**src/rtl/axis_pkg.sv**
```systemverilog
`default_nettype none
// ============================================================================
// Module      : axis_pkg
// Description : Shared types and constants for the AXI-Stream demux router.
//               Holds the router state encoding, the drop-counter width and
//               a saturating-increment helper for that counter.
// Revision    : 1.0 - initial release
// ============================================================================
package axis_pkg;

  // Router state encoding (values are fixed; software/debug may read them)
  typedef enum logic [1:0] {
    ST_IDLE = 2'd0,
    ST_PASS = 2'd1,
    ST_DROP = 2'd2
  } state_e;

  localparam int DROP_CNT_WIDTH = 16;

  // Increment that sticks at all-ones instead of wrapping to zero
  function automatic logic [DROP_CNT_WIDTH-1:0] sat_inc(
    input logic [DROP_CNT_WIDTH-1:0] v
  );
    logic [DROP_CNT_WIDTH-1:0] one;
    one = {{(DROP_CNT_WIDTH-1){1'b0}}, 1'b1};
    return (&v) ? v : (v + one);
  endfunction

endpackage : axis_pkg
`default_nettype wire

```
**src/rtl/axis_skid_buf.sv**
```systemverilog
`default_nettype none
// ============================================================================
// Module      : axis_skid_buf
// Description : Two-entry skid register. A beat pushed on cycle N is visible
//               at the output on cycle N+1; with the sink always ready the
//               buffer sustains one beat per cycle at occupancy one. The
//               second entry absorbs the beat that is already in flight when
//               the sink stalls, so the upstream ready can be registered.
// Ports       : clk_i, rst_i   - clock, asynchronous active-high reset
//               in_vld_i       - push request (caller only pushes when the
//                                registered ready it derived was high)
//               in_dat_i       - push payload
//               full_nxt_o     - occupancy will be two after this edge;
//                                used by the caller to register its ready
//               out_vld_o      - head entry valid
//               out_dat_o      - head entry payload (held while not popped)
//               out_rdy_i      - sink accepts the head entry
// Revision    : 1.0 - initial release
// ============================================================================
module axis_skid_buf #(
  parameter int WIDTH = 8
) (
  input  logic             clk_i,
  input  logic             rst_i,
  input  logic             in_vld_i,
  input  logic [WIDTH-1:0] in_dat_i,
  output logic             full_nxt_o,
  output logic             out_vld_o,
  output logic [WIDTH-1:0] out_dat_o,
  input  logic             out_rdy_i
);

  logic [1:0]       count_q, count_d;
  logic [WIDTH-1:0] ent0_q, ent0_d;   // head entry, drives the output
  logic [WIDTH-1:0] ent1_q, ent1_d;   // overflow entry
  logic             push, pop;

  assign out_vld_o  = (count_q != 2'd0);
  assign out_dat_o  = ent0_q;
  // A push into a full buffer would overwrite live data, so it is refused
  assign push       = in_vld_i && (count_q != 2'd2);
  assign pop        = out_vld_o && out_rdy_i;
  assign full_nxt_o = (count_d == 2'd2);

  always_comb begin
    count_d = count_q;
    ent0_d  = ent0_q;
    ent1_d  = ent1_q;
    unique case ({push, pop})
      2'b11: begin
        // Occupancy unchanged; the new beat lands behind whatever remains
        if (count_q == 2'd1) begin
          ent0_d = in_dat_i;
        end else begin
          ent0_d = ent1_q;
          ent1_d = in_dat_i;
        end
      end
      2'b01: begin
        ent0_d  = ent1_q;
        count_d = count_q - 2'd1;
      end
      2'b10: begin
        if (count_q == 2'd0) begin
          ent0_d = in_dat_i;
        end else begin
          ent1_d = in_dat_i;
        end
        count_d = count_q + 2'd1;
      end
      default: begin
      end
    endcase
  end

  always_ff @(posedge clk_i or posedge rst_i) begin
    if (rst_i) begin
      count_q <= 2'd0;
      ent0_q  <= '0;
      ent1_q  <= '0;
    end else begin
      count_q <= count_d;
      ent0_q  <= ent0_d;
      ent1_q  <= ent1_d;
    end
  end

endmodule : axis_skid_buf
`default_nettype wire

```
**src/rtl/axis_demux_router.sv**
```systemverilog
`default_nettype none
// ============================================================================
// Module      : axis_demux_router
// Description : Packet-level AXI-Stream 1:N demultiplexer. The destination
//               is sampled from a one-hot select on the first beat of each
//               packet and locked until the last beat. Packets whose select
//               is not one-hot are absorbed and counted. Output beats pass
//               through a two-entry skid register tagged with the port.
// Ports       : clk_i, rst_i     - clock, asynchronous active-high reset
//               demux_ctrl_i     - one-hot destination (first beat only)
//               s_axi_dat_i/vld_i/lst_i, s_axi_rdy_o - slave stream
//               m_axi_dat_o      - head payload replicated on every lane
//               m_axi_vld_o/lst_o/rdy_i - per-port master handshake
//               drop_cnt_o       - saturating count of discarded packets
//               busy_o           - a packet is in progress (not IDLE)
// Revision    : 1.0 - initial release
// ============================================================================
module axis_demux_router
  import axis_pkg::*;
#(
  parameter int DATA_WIDTH = 8,
  parameter int PORT_NUM   = 4
) (
  input  logic                           clk_i,
  input  logic                           rst_i,
  input  logic [PORT_NUM-1:0]            demux_ctrl_i,
  input  logic [DATA_WIDTH-1:0]          s_axi_dat_i,
  input  logic                           s_axi_vld_i,
  input  logic                           s_axi_lst_i,
  output logic                           s_axi_rdy_o,
  output logic [DATA_WIDTH*PORT_NUM-1:0] m_axi_dat_o,
  output logic [PORT_NUM-1:0]            m_axi_vld_o,
  output logic [PORT_NUM-1:0]            m_axi_lst_o,
  input  logic [PORT_NUM-1:0]            m_axi_rdy_i,
  output logic [DROP_CNT_WIDTH-1:0]      drop_cnt_o,
  output logic                           busy_o
);

  localparam int IDX_W  = $clog2(PORT_NUM);
  localparam int SKID_W = DATA_WIDTH + 1 + IDX_W;
  localparam logic [PORT_NUM-1:0] CTRL_ONE = {{(PORT_NUM-1){1'b0}}, 1'b1};

  // --------------------------------------------------------------------------
  // State
  // --------------------------------------------------------------------------
  state_e                    state_q, state_d;
  logic [IDX_W-1:0]          port_q, port_d;        // locked destination
  logic [DROP_CNT_WIDTH-1:0] drop_cnt_q, drop_cnt_d;
  logic                      s_rdy_q, s_rdy_d;

  // --------------------------------------------------------------------------
  // Select decode
  // --------------------------------------------------------------------------
  logic             ctrl_onehot;
  logic [IDX_W-1:0] ctrl_idx;

  // x & (x-1) clears the lowest set bit, so it is zero only for 0 or one-hot
  assign ctrl_onehot = (demux_ctrl_i != '0) &&
                       ((demux_ctrl_i & (demux_ctrl_i - CTRL_ONE)) == '0);

  always_comb begin
    ctrl_idx = '0;
    for (int k = 0; k < PORT_NUM; k++) begin
      if (demux_ctrl_i[k]) begin
        ctrl_idx = IDX_W'(k);
      end
    end
  end

  // --------------------------------------------------------------------------
  // Skid register
  // --------------------------------------------------------------------------
  logic                  accept;
  logic                  skid_push;
  logic [IDX_W-1:0]      push_idx;
  logic [SKID_W-1:0]     skid_in;
  logic                  skid_full_nxt;
  logic                  skid_vld;
  logic [SKID_W-1:0]     skid_out;
  logic                  skid_rdy;
  logic [IDX_W-1:0]      head_idx;
  logic                  head_lst;
  logic [DATA_WIDTH-1:0] head_dat;
  logic [PORT_NUM-1:0]   port_sel;

  assign accept  = s_axi_vld_i && s_rdy_q;
  assign skid_in = {push_idx, s_axi_lst_i, s_axi_dat_i};
  assign {head_idx, head_lst, head_dat} = skid_out;

  axis_skid_buf #(
    .WIDTH (SKID_W)
  ) u_skid (
    .clk_i      (clk_i),
    .rst_i      (rst_i),
    .in_vld_i   (skid_push),
    .in_dat_i   (skid_in),
    .full_nxt_o (skid_full_nxt),
    .out_vld_o  (skid_vld),
    .out_dat_o  (skid_out),
    .out_rdy_i  (skid_rdy)
  );

  // --------------------------------------------------------------------------
  // Packet FSM
  // --------------------------------------------------------------------------
  always_comb begin
    state_d    = state_q;
    port_d     = port_q;
    drop_cnt_d = drop_cnt_q;
    skid_push  = 1'b0;
    push_idx   = port_q;

    unique case (state_q)
      ST_IDLE: begin
        if (accept) begin
          if (ctrl_onehot) begin
            skid_push = 1'b1;
            push_idx  = ctrl_idx;
            port_d    = ctrl_idx;
            if (!s_axi_lst_i) begin
              state_d = ST_PASS;
            end
          end else begin
            // The whole packet counts once, on its first beat
            drop_cnt_d = sat_inc(drop_cnt_q);
            if (!s_axi_lst_i) begin
              state_d = ST_DROP;
            end
          end
        end
      end
      ST_PASS: begin
        if (accept) begin
          skid_push = 1'b1;
          if (s_axi_lst_i) begin
            state_d = ST_IDLE;
          end
        end
      end
      ST_DROP: begin
        if (accept && s_axi_lst_i) begin
          state_d = ST_IDLE;
        end
      end
      default: begin
        state_d = ST_IDLE;
      end
    endcase

    // Ready is registered from the next state so it never depends
    // combinationally on m_axi_rdy_i. Discarding needs no buffer space.
    s_rdy_d = (state_d == ST_DROP) || !skid_full_nxt;
  end

  always_ff @(posedge clk_i or posedge rst_i) begin
    if (rst_i) begin
      state_q    <= ST_IDLE;
      port_q     <= '0;
      drop_cnt_q <= '0;
      s_rdy_q    <= 1'b0;
    end else begin
      state_q    <= state_d;
      port_q     <= port_d;
      drop_cnt_q <= drop_cnt_d;
      s_rdy_q    <= s_rdy_d;
    end
  end

  // --------------------------------------------------------------------------
  // Output fan-out
  // --------------------------------------------------------------------------
  for (genvar k = 0; k < PORT_NUM; k++) begin : g_port
    assign port_sel[k]    = skid_vld && (head_idx == IDX_W'(k));
    assign m_axi_vld_o[k] = port_sel[k];
    assign m_axi_lst_o[k] = port_sel[k] && head_lst;
    assign m_axi_dat_o[k*DATA_WIDTH +: DATA_WIDTH] = head_dat;
  end

  // Only the addressed port's ready can pop the head entry
  assign skid_rdy    = |(m_axi_rdy_i & port_sel);

  assign s_axi_rdy_o = s_rdy_q;
  assign drop_cnt_o  = drop_cnt_q;
  assign busy_o      = (state_q != ST_IDLE);

endmodule : axis_demux_router
`default_nettype wire
```
**config.mk**
```make
export PLATFORM = sky130hd
export DESIGN_NAME = axis_demux_router
export DESIGN_NICKNAME = d
export VERILOG_FILES = /design/src/rtl/axis_pkg.sv /design/src/rtl/axis_skid_buf.sv /design/src/rtl/axis_demux_router.sv
export SDC_FILE = /design/constraint.sdc
export NUM_CORES = 1
export LEC_CHECK = 0
export ABC_CLOCK_PERIOD_IN_PS = 2600
export BUFFER_PORTS_ARGS = -buffer_cell sky130_fd_sc_hd__buf_2
export CORE_UTILIZATION = 40
export DETAILED_ROUTE_END_ITERATION = 8
export GPL_TIMING_DRIVEN = 0
export HOLD_SLACK_MARGIN = 0.03
export PLACE_DENSITY = 0.64
export SYNTH_ARGS = -nofsm -noshare
export SYNTH_HDL_FRONTEND = slang
export SYNTH_SLANG_ARGS = --single-unit
```
**constraint.sdc**
```tcl
create_clock -name clk_i -period 2.6 [get_ports clk_i]
set_input_delay 0.52 -clock clk_i [delete_from_list [all_inputs] [get_ports clk_i]]
set_output_delay 0.52 -clock clk_i [all_outputs]
set_load 0.01 [all_outputs]
```
==> Yosys cells after proc, flatten, opt, wreduce, memory -nomap -nowiden <==
Index checks and enable logic that the tools add are counted.
{ "classes": {"addsub": 4, "mul": 0, "div_mod_pow": 0, "order_cmp": 0, "eq_ne": 15, "shifts": 0, "muxes": 25, "bitwise_logic": 4, "reduce_logical": 29} }
{ "ops": {"columns": ["op", "n"], "rows": [
  ["2-to-1 mux 11 bit", 4],
  ["one-hot mux 11 bit (3 select lines)", 1],
  ["2-to-1 mux 2 bit", 12],
  ["one-hot mux 11 bit (2 select lines)", 1],
  ["adder 16 x 1 -> 16 bit (second input constant)", 1],
  ["AND reduction 16 bit", 1],
  ["== test 2 bit (second input constant)", 7],
  ["logical AND 1 bit", 13],
  ["bitwise AND 4 bit", 2],
  ["== test 2 x 1 -> 1 bit (second input constant)", 4],
  ["zero test 2 bit", 3],
  ["!= test 2 bit (second input constant)", 3],
  ["one-hot mux 2 bit (3 select lines)", 1],
  ["nonzero test 2 bit", 3],
  ["zero test 4 bit", 1],
  ["2-to-1 mux 1 bit", 4],
  ["one-hot mux 2 bit (2 select lines)", 1],
  ["AND reduction 4 bit", 1],
  ["nonzero test 4 bit", 1],
  ["OR reduction 4 bit", 1],
  ["subtractor 4 x 1 -> 4 bit (second input constant)", 1],
  ["AND reduction 3 bit", 1],
  ["nonzero test 3 bit", 1],
  ["adder 2 x 1 -> 2 bit (second input constant)", 1],
  ["other kinds (7)", 8]
]} }
{ "totals": {"regBits": 45, "latch_bits": 0, "mem_bits_rw": 0, "rom_bits": 0, "inputBits": 20, "output_inout_bits": 58, "word_cells": 84, "mem_count": 0} }

==> Longest topological paths before layout <==
Gate-level depths: netlist of the first run.
{ "logic_depth": {"ltp_word": 13, "depth_mapped": 14, "mapped_depth_nobuf": 12} }

==> Modules after synthesis <==
Synthesis of the first run repeated with hierarchy kept, for this count alone.
{ "hier_totals": {"hier_cells": 241, "hier_area_um2": 2627.5} }
{ "by_module_without_submodules": {"columns": ["module", "instances", "cells_each", "area_each_um2"], "rows": [
  ["axis_demux_router", 1, 136, 1318.8],
  ["axis_skid_buf", 1, 105, 1308.8]
]} }

==> Worst setup path before layout of the first run <==
OpenSTA, ideal clock, no wires.
{ "synth_path": {"kind": "register to register", "start": "reg u_skid.count_q[0]", "end": "reg u_skid.ent1_q[0]", "arrival_ps": 2506, "required_ps": 2475, "setup_slack_ps": -31, "path_stages_with_launch": 13, "path_buffers": 3, "synth_period_minus_slack_ps": 2631, "path_cell_list": "dfrtp_1 > inv_1 > ha_1 > clkbuf_2 > nand2b_1 > nor2_1 > nor2_1 > ha_1 > clkbuf_1 > o21ai_0 > a21oi_1 > buf_2 > mux2_2"} }
{ "synth_via": {"elab_chain_len": 8, "word_cells_on_any_way": 19, "classes_between": "6 x eq/ne; 1 x mux; 1 x bitwise; 11 x reduce/logical"} }
{ "synth_rtl": {"columns": ["item", "line", "source"], "rows": [
  ["start, declared", "axis_skid_buf.sv:33", "logic [1:0] count_q, count_d;"],
  ["start signal, assigned", "axis_skid_buf.sv:82", "count_q <= count_d;"],
  ["nonzero test 2 bit", "axis_skid_buf.sv:38", "assign out_vld_o = (count_q != 2'd0);"],
  ["logical AND 1 bit", "axis_demux_router.sv:173", "assign port_sel[k] = skid_vld && (head_idx == IDX_W'(k));"],
  ["bitwise AND 4 bit", "axis_demux_router.sv:180", "assign skid_rdy = |(m_axi_rdy_i & port_sel);"],
  ["OR reduction 4 bit", "axis_demux_router.sv:180", null],
  ["logical AND 1 bit", "axis_skid_buf.sv:42", "assign pop = out_vld_o && out_rdy_i;"],
  ["== test 2 bit", "axis_skid_buf.sv:49", "unique case ({push, pop})"],
  ["!= test 2 bit (no source line) / nonzero test 2 bit (equally long branches)", null, null],
  ["AND reduction 3 bit (no source line)", null, null],
  ["end signal, assigned", "axis_skid_buf.sv:84", "ent1_q <= ent1_d;"],
  ["end, declared", "axis_skid_buf.sv:35", "logic [WIDTH-1:0] ent1_q, ent1_d;"]
]} }
Several ways; a longest one is shown, not always the timed one.
A chain may end at the register's enable or synchronous reset.

==> Worst setup path after layout of the first run <==
{ "layout_path": {"start": "reg u_skid.count_q[0]", "end": "reg u_skid.ent0_q[4], in the netlist u_skid.out_dat_o[4]"} }
{ "layout_via": {"elab_chain_len": 8, "word_cells_on_any_way": 20, "classes_between": "6 x eq/ne; 2 x mux; 1 x bitwise; 11 x reduce/logical"} }
{ "layout_rtl": {"columns": ["item", "line", "source"], "rows": [
  ["nonzero test 2 bit", "axis_skid_buf.sv:38", null],
  ["logical AND 1 bit", "axis_demux_router.sv:173", null],
  ["bitwise AND 4 bit", "axis_demux_router.sv:180", null],
  ["OR reduction 4 bit", "axis_demux_router.sv:180", null],
  ["logical AND 1 bit", "axis_skid_buf.sv:42", null],
  ["== test 2 bit / == test 2 x 1 -> 1 bit (equally long branches)", "axis_skid_buf.sv:49", null],
  ["!= test 2 x 1 -> 1 bit (no source line) / nonzero test 3 bit (equally long branches)", null, null],
  ["AND reduction 2 bit (no source line)", null, null],
  ["end signal, assigned", "axis_skid_buf.sv:83", "ent0_q <= ent0_d;"],
  ["end, declared", "axis_skid_buf.sv:34", "logic [WIDTH-1:0] ent0_q, ent0_d;"]
]} }
Several ways; a longest one is shown, not always the timed one.

==> reports/results.tsv, run 1 <==
metric	value	unit
max_slew.worst_pin.slew	0.5902	ns
yosys-top-cells-area	dfrtp_1 (40%), buf_4 (8.9%), mux2_4 (4.8%)	
seq_power_share	0.284	
p_leak	0.001782	µW
drtIter0Drc	99	
ys_seq_area_frac	0.4039	
path_max_fanout	6	
required	2.79	ns
slowest_stage	dfrtp_1	
pwr-share-comb	0.599	
antenna_found_initial	0	
wire_per_inst	13.36	µm
clockPowerShare	0.118	
timing.slew.headroom	0.6065	
drive_above_1_share	0.4652	
synth_edf_count	0	
fin_crit_sh	0.9367	
dieArea	7307	µm²
core_area	6756	µm²
syn-instance-count	272	
fmax	0.4106	GHz
hp-class	primary input to asynchronous set/reset pin	
fin_nets	386	
crit_chain	inv_2 > ha_1 > buf_6 > nand2b_4 > nor2_1 > nor2_2 > inv_2 > ha_4 > inv_1 > nand2_1 > o21ai_2 > a22o_1 > mux2_4	
critPathBufInv	4	
ir_worst_vdd	433.2	µV
drv_slew	0	
end_kind	register	
syn_area	2788	µm²
synth_top_area_frac	0.4039	
numCtsBuffers	5	
clk_latency	0.30	ns
pre_cts_slack	-0.4804	ns
grt_usage	0.1663	
crit_family	simple AND/OR/NAND/NOR gates	
clk_pin_slew	0.08	ns
finalWorstSetupSlack	0.1646	ns
port_buffers	73	
diodes	0	
outcome	finished, final reports clean	
max_stage_delay	0.41	ns
setup_viol	0	
crit_type	register to register	
yosysTopAreaCell	dfrtp_1	
grt_max_degree	38	
num_vias	2283	
die_y	85.48	µm
switching_share	0.3793	
final_common_cell	buf_2	
start_kind	register	
overflow	0	
initial_core_util	0.4126	
clockBufferDepth	2	
power.density	1233	nW/µm²
cts_tree	built	
p_sw	1632	µW
most-common-layout-cells	buf_2 (76), dfrtp_1 (45), buf_4 (40)	
synth_ff_type	dfrtp_1	
syn-num-nets	299	
routed_wl	5865	µm
hold_viol	0	
cts_sinks	45	
htree_levels	2	
grt_pass1_vias	2007	
hold-worst-slack	0.1308	ns
ys_async_sr_fraction	1.000	
grt_pass1_wl	9473	µm
yosysWarnings	0	
synth_seq_cells	45	
gp_congestion	0.7457	
maxCapViolCount	0	
area_growth	25.13	%
drtPass1Iterations	4	
grt_setup_unrepaired	false	
crit_arrival	2.62	ns
routed_via_density	5.200	
avgSynthCellArea	10.25	µm²
intPower	2670	µW
root_buffer	clkbuf_8	
final_util	0.5163	
setup_tns	0	ns
num_rows	30	
drt_drc_violations_left	0	
drtAntennaViolNets	0	
ys_types	49	
io_pins	78	
period_needed	2.435	ns
finalPower	4302	µW
die_x	85.48	µm
worst_clock_skew	0.005864	ns
hpwlAfterDp	4316	µm
cpMostUsedCell	inv_2	
[flip-flops by register name, indices dropped and copies added, names as in the netlist]
signal	count
drop_cnt_o	16
port_q	2
s_axi_rdy_o	1
state_q	2
u_skid.count_q	2
u_skid.ent1_q	11
u_skid.out_dat_o	11
[routing by layer]
layer  up-vias  GRT usage  share of wire
met4         0    0.05152          0.013
met5         -          0              0
met1      1077     0.2109           0.45
met2        84     0.2735           0.47
li1       1116          -              -
met3         6    0.04961          0.065
[through the flow]
step                      area (µm²)  cells
final                           3488    439
after global routing            3488    439
after CTS                       3412    433
after detailed placement        3276    426
after global placement          3256    425
after floorplan                 2790    272
[kinds of logic (layout without fill, tap and decap cells)]
group | Yosys count | in the layout | share of synthesized area
muxes | 28 | 28 | 0.1221
buffers and inverters | 56 | 143 | 0.1275
AOI/OAI and AO/OA | 48 | 48 | 0.1225
DFF | 45 | 45 | 0.4039
xor gates and xnor gates | 15 | 15 | 0.05252
and+or+nand+nor | 73 | 73 | 0.1400
adders and majority gates | 7 | 7 | 0.03142
[synth_stat cells (3+ instances only)]
cell,instances
nor4_1,3
a22o_1,6
dfrtp_1,45
mux2_4,9
nand3_1,6
clkbuf_1,4
buf_2,4
buf_4,33
xor2_1,6
a21oi_1,10
nor3_1,11
ha_1,7
inv_1,12
nand4_1,5
mux2i_1,7
nor2_1,16
and3_1,6
a221oi_1,3
a31oi_1,7
nand2_1,16
mux2_2,11
o21ai_0,6
xnor2_1,7
[power groups by stage]
stage | Clock (µW) | Sequential [µW] | Combinational, µW
2_1_floorplan | 0 | 1190 | 1800
3_3_place_gp | 0 | 1210 | 2330
3_5_place_dp | 0 | 1230 | 2380
4_1_cts | 527 | 1220 | 2450
5_1_grt | 553 | 1270 | 2840
6_report | 507 | 1220 | 2570
[final timing paths]
check / startpoint / endpoint / slack [ns] / cells after the start
worst max-delay path: u_skid.count_q[0] / u_skid.out_dat_o[4] / 0.16 / 13
worst min-delay path: rst_i / drop_cnt_o[11] / 0.13 / 2
worst max register to register: u_skid.count_q[0] / u_skid.out_dat_o[4] / 0.16 / 13
worst min register to register: drop_cnt_o[7] / drop_cnt_o[7] / 0.51 / 1
max in group asynchronous: rst_i / s_axi_rdy_o / 2.02 / 3
min in group clk_i: s_axi_dat_i[3] / u_skid.ent1_q[3] / 0.47 / 2
[worst register-to-register path: cells and delay by family, from the launching register on]
kind | cells | cell delay, ns
mux | 1 | 0.25
buf+inv | 4 | 0.36
fa+ha+maj | 2 | 0.43
flops | 1 | 0.41
simple gates | 4 | 0.53
compound gates | 2 | 0.34
[repair_timing]
action,CTS,global route
pin swaps,2,2
buffers inserted,1,6
endpoints found under the setup margin,23,17
hold buffers,0,0
gates resized for setup,9,10
[layout make-up]
cell class              instances  area (µm²)
fillers                       651        3268
multi-input cells             171        1353
flip-flops and latches         45        1126
repair buffers                 81       437.9
plain buffers                  43       322.8
well taps                      80       100.1
clock buffers                   5       68.82
inverters                      12       45.04
clock inverters                 2       35.03
No activity file was read; power rests on OpenSTA's default activity.
==> inputs of run 2 (changes only) <==
PLACE_DENSITY = 0.7   (was 0.64)
==> run 2 against run 1 <==
  * Clock skew barely moved
  * Sequential power is essentially flat
  * Register-to-register slack worse by 0.02 ns
  * Final cell count shrank 0.68%
  * Highest routed layer unchanged
  * Wire length fell by 3.7%
  * Non-clock buffer count down 4
  * Power grew 1.6%
  * Worst setup slack got worse by 0.017 ns
  * Combinational power shrank 2%
  * Worst hold slack lost 0.0098 ns
  * Largest power group unchanged
  * Largest cell class unchanged
==> reports/results.tsv, run 2 (synthesized netlist as in run 1, its figures left out) <==
metric	value	unit	change
outcome	finished, final reports clean		unchanged
start_kind	register		unchanged
ir_worst_vdd	395.1	µV	was 433.2 µV
numCtsBuffers	5		unchanged
fin_nets	382		was 386
final_util	0.5172		was 0.5163
grt_pass1_vias	2026		was 2,007
drv_slew	0		unchanged
drive_above_1_share	0.4663		was 0.4652
io_pins	78		unchanged
dieArea	7307	µm²	unchanged
grt_setup_unrepaired	false		unchanged
hold_viol	0		unchanged
num_vias	2254		was 2,283
slowest_stage	dfrtp_1		unchanged
wire_per_inst	12.95	µm	was 13.36 µm
setup_viol	0		unchanged
setup_tns	0	ns	unchanged
crit_arrival	2.65	ns	was 2.62 ns
finalWorstSetupSlack	0.1472	ns	was 0.1646 ns
cts_sinks	45		unchanged
die_x	85.48	µm	unchanged
hp-class	primary input to asynchronous set/reset pin		unchanged
routed_wl	5647	µm	was 5865 µm
grt_usage	0.1608		was 0.1663
core_area	6756	µm²	unchanged
num-fill-cells	610		was 651
port_buffers	73		unchanged
clk_pin_slew	0.08	ns	about the same
antenna_found_initial	0		unchanged
end_kind	register		unchanged
drt_drc_violations_left	0		unchanged
gp_congestion	0.7335		was 0.7457
timing.slew.headroom	0.6330		was 0.6065
period_needed	2.453	ns	was 2.435 ns
num_rows	30		unchanged
max_slew.worst_pin.slew	0.5505	ns	was 0.5902 ns
final_common_cell	buf_2		unchanged
fin_crit_sh	0.9434		was 0.9367
power.density	1250	nW/µm²	was 1233 nW/µm²
clockBufferDepth	2		unchanged
crit_type	register to register		unchanged
final_cell_area	3495	µm²	was 3488 µm²
fmax	0.4077	GHz	was 0.4106 GHz
drtPass1Iterations	4		unchanged
area_growth	25.36	%	was 25.13%
hpwlAfterDp	4121	µm	was 4316 µm
p_leak	0.001776	µW	was 0.001782 µW
root_buffer	clkbuf_8		unchanged
max_stage_delay	0.41	ns	about the same
postPlaceCellArea	3276	µm²	unchanged
routed_via_density	5.170		was 5.200
clk_latency	0.30	ns	about the same
maxCapViolCount	0		unchanged
pre_cts_slack	-0.4795	ns	was -0.4804 ns
grt_pass1_wl	9239	µm	was 9473 µm
finalPower	4369	µW	was 4302 µW
drtIter0Drc	104		was 99
hold_buffers	0		unchanged
largest_register_ffs	16		unchanged
most-common-layout-cells	buf_2 (76), dfrtp_1 (45), buf_4 (37)		was buf_2 (76), dfrtp_1 (45), buf_4 (40)
grt_max_degree	38		unchanged
path_max_fanout	10		was 6
initial_core_util	0.4126		unchanged
overflow	0		unchanged
cts_tree	built		unchanged
htree_levels	2		unchanged
required	2.79	ns	about the same
diodes	0		unchanged
drtAntennaViolNets	0		unchanged
worst_clock_skew	0.005721	ns	was 0.005864 ns
die_y	85.48	µm	unchanged
crit_chain	inv_1 > ha_1 > buf_4 > nand2b_4 > nor2_2 > nor2_2 > inv_1 > ha_1 > nand2_1 > o21ai_0 > a21oi_2 > buf_6 > mux2_2		was inv_2 > ha_1 > buf_6 > nand2b_4 > nor2_1 > nor2_2 > inv_2 > ha_4 > inv_1 > nand2_1 > o21ai_2 > a22o_1 > mux2_4
run 2: changes by cell type in the layout (fill, tap and decap cells not counted), sizes merged:
| cell | delta |
|---|---|
| bufinv | +1 |
| buf | -4 |
run 2: per-layer routing:
layer,GRT usage,wire [µm],up-vias
li1,-,-,1115
met1,0.2002,2522,1065
met2,0.2698,2711,68
met3,0.03988,335,6
met4,0.06061,78,0
met5,0,0,-
run 2: through the flow:
step,cells,hold WS [ns]
final,436,0.1210
after global placement,425,0.4791
after global routing,436,0.1375
after detailed placement,426,0.4524
after floorplan,272,0.4687
after CTS,436,0.1212
run 2: power breakdown:
part	leakage (µW)	internal, µW	total [µW]	switching [µW]
clock	0.0000681	382	627	246
combinational	0.00115	1380	2520	1140
sequential	0.000559	967	1220	253
total	0.00178	2730	4370	1640
run 2: worst paths after layout:
| path | start | depth (start not counted) | slack (ns) | endpoint |
|---|---|---|---|---|
| min in group clk_i | s_axi_dat_i[3] | 2 | 0.46 | u_skid.ent1_q[3] |
| worst max register to register | u_skid.count_q[1] | 13 | 0.15 | u_skid.ent1_q[5] |
| worst max-delay path | u_skid.count_q[1] | 13 | 0.15 | u_skid.ent1_q[5] |
| worst min-delay path | rst_i | 2 | 0.12 | drop_cnt_o[7] |
| worst min register to register | drop_cnt_o[12] | 1 | 0.49 | drop_cnt_o[12] |
| max in group asynchronous | rst_i | 3 | 2.03 | u_skid.ent1_q[7] |
run 2: final cells by class:
type | instances | area, µm² | area share
plain buffers | 43 | 319.1 | 0.09130
clock buffers | 5 | 68.82 | 0.01969
clock inverters | 3 | 65.06 | 0.01862
inverters | 12 | 45.04 | 0.01289
multi-input cells | 171 | 1363 | 0.3899
flip-flops and latches | 45 | 1126 | 0.3222
well taps | 80 | 100.1 | 0.02864
repair buffers | 77 | 407.9 | 0.1167
run 2: timing repair:
item / 4_1_cts / 5_1_grt
resized for setup: 8 / 12
setup endpoints to repair: 23 / 21
endpoints found under the hold margin: 0 / 0
cloned: 0 / 0
buffers inserted: 3 / 0
pin swaps: 1 / 1
run 2: critical path: cells and delay by family (launching register included):
family,cells,cell delay (ns)
adders and majority gates,2,0.38
and+or+nand+nor,4,0.39
AOI/OAI and AO/OA,2,0.28
DFF,1,0.41
muxes,1,0.33
buffers and inverters,4,0.54
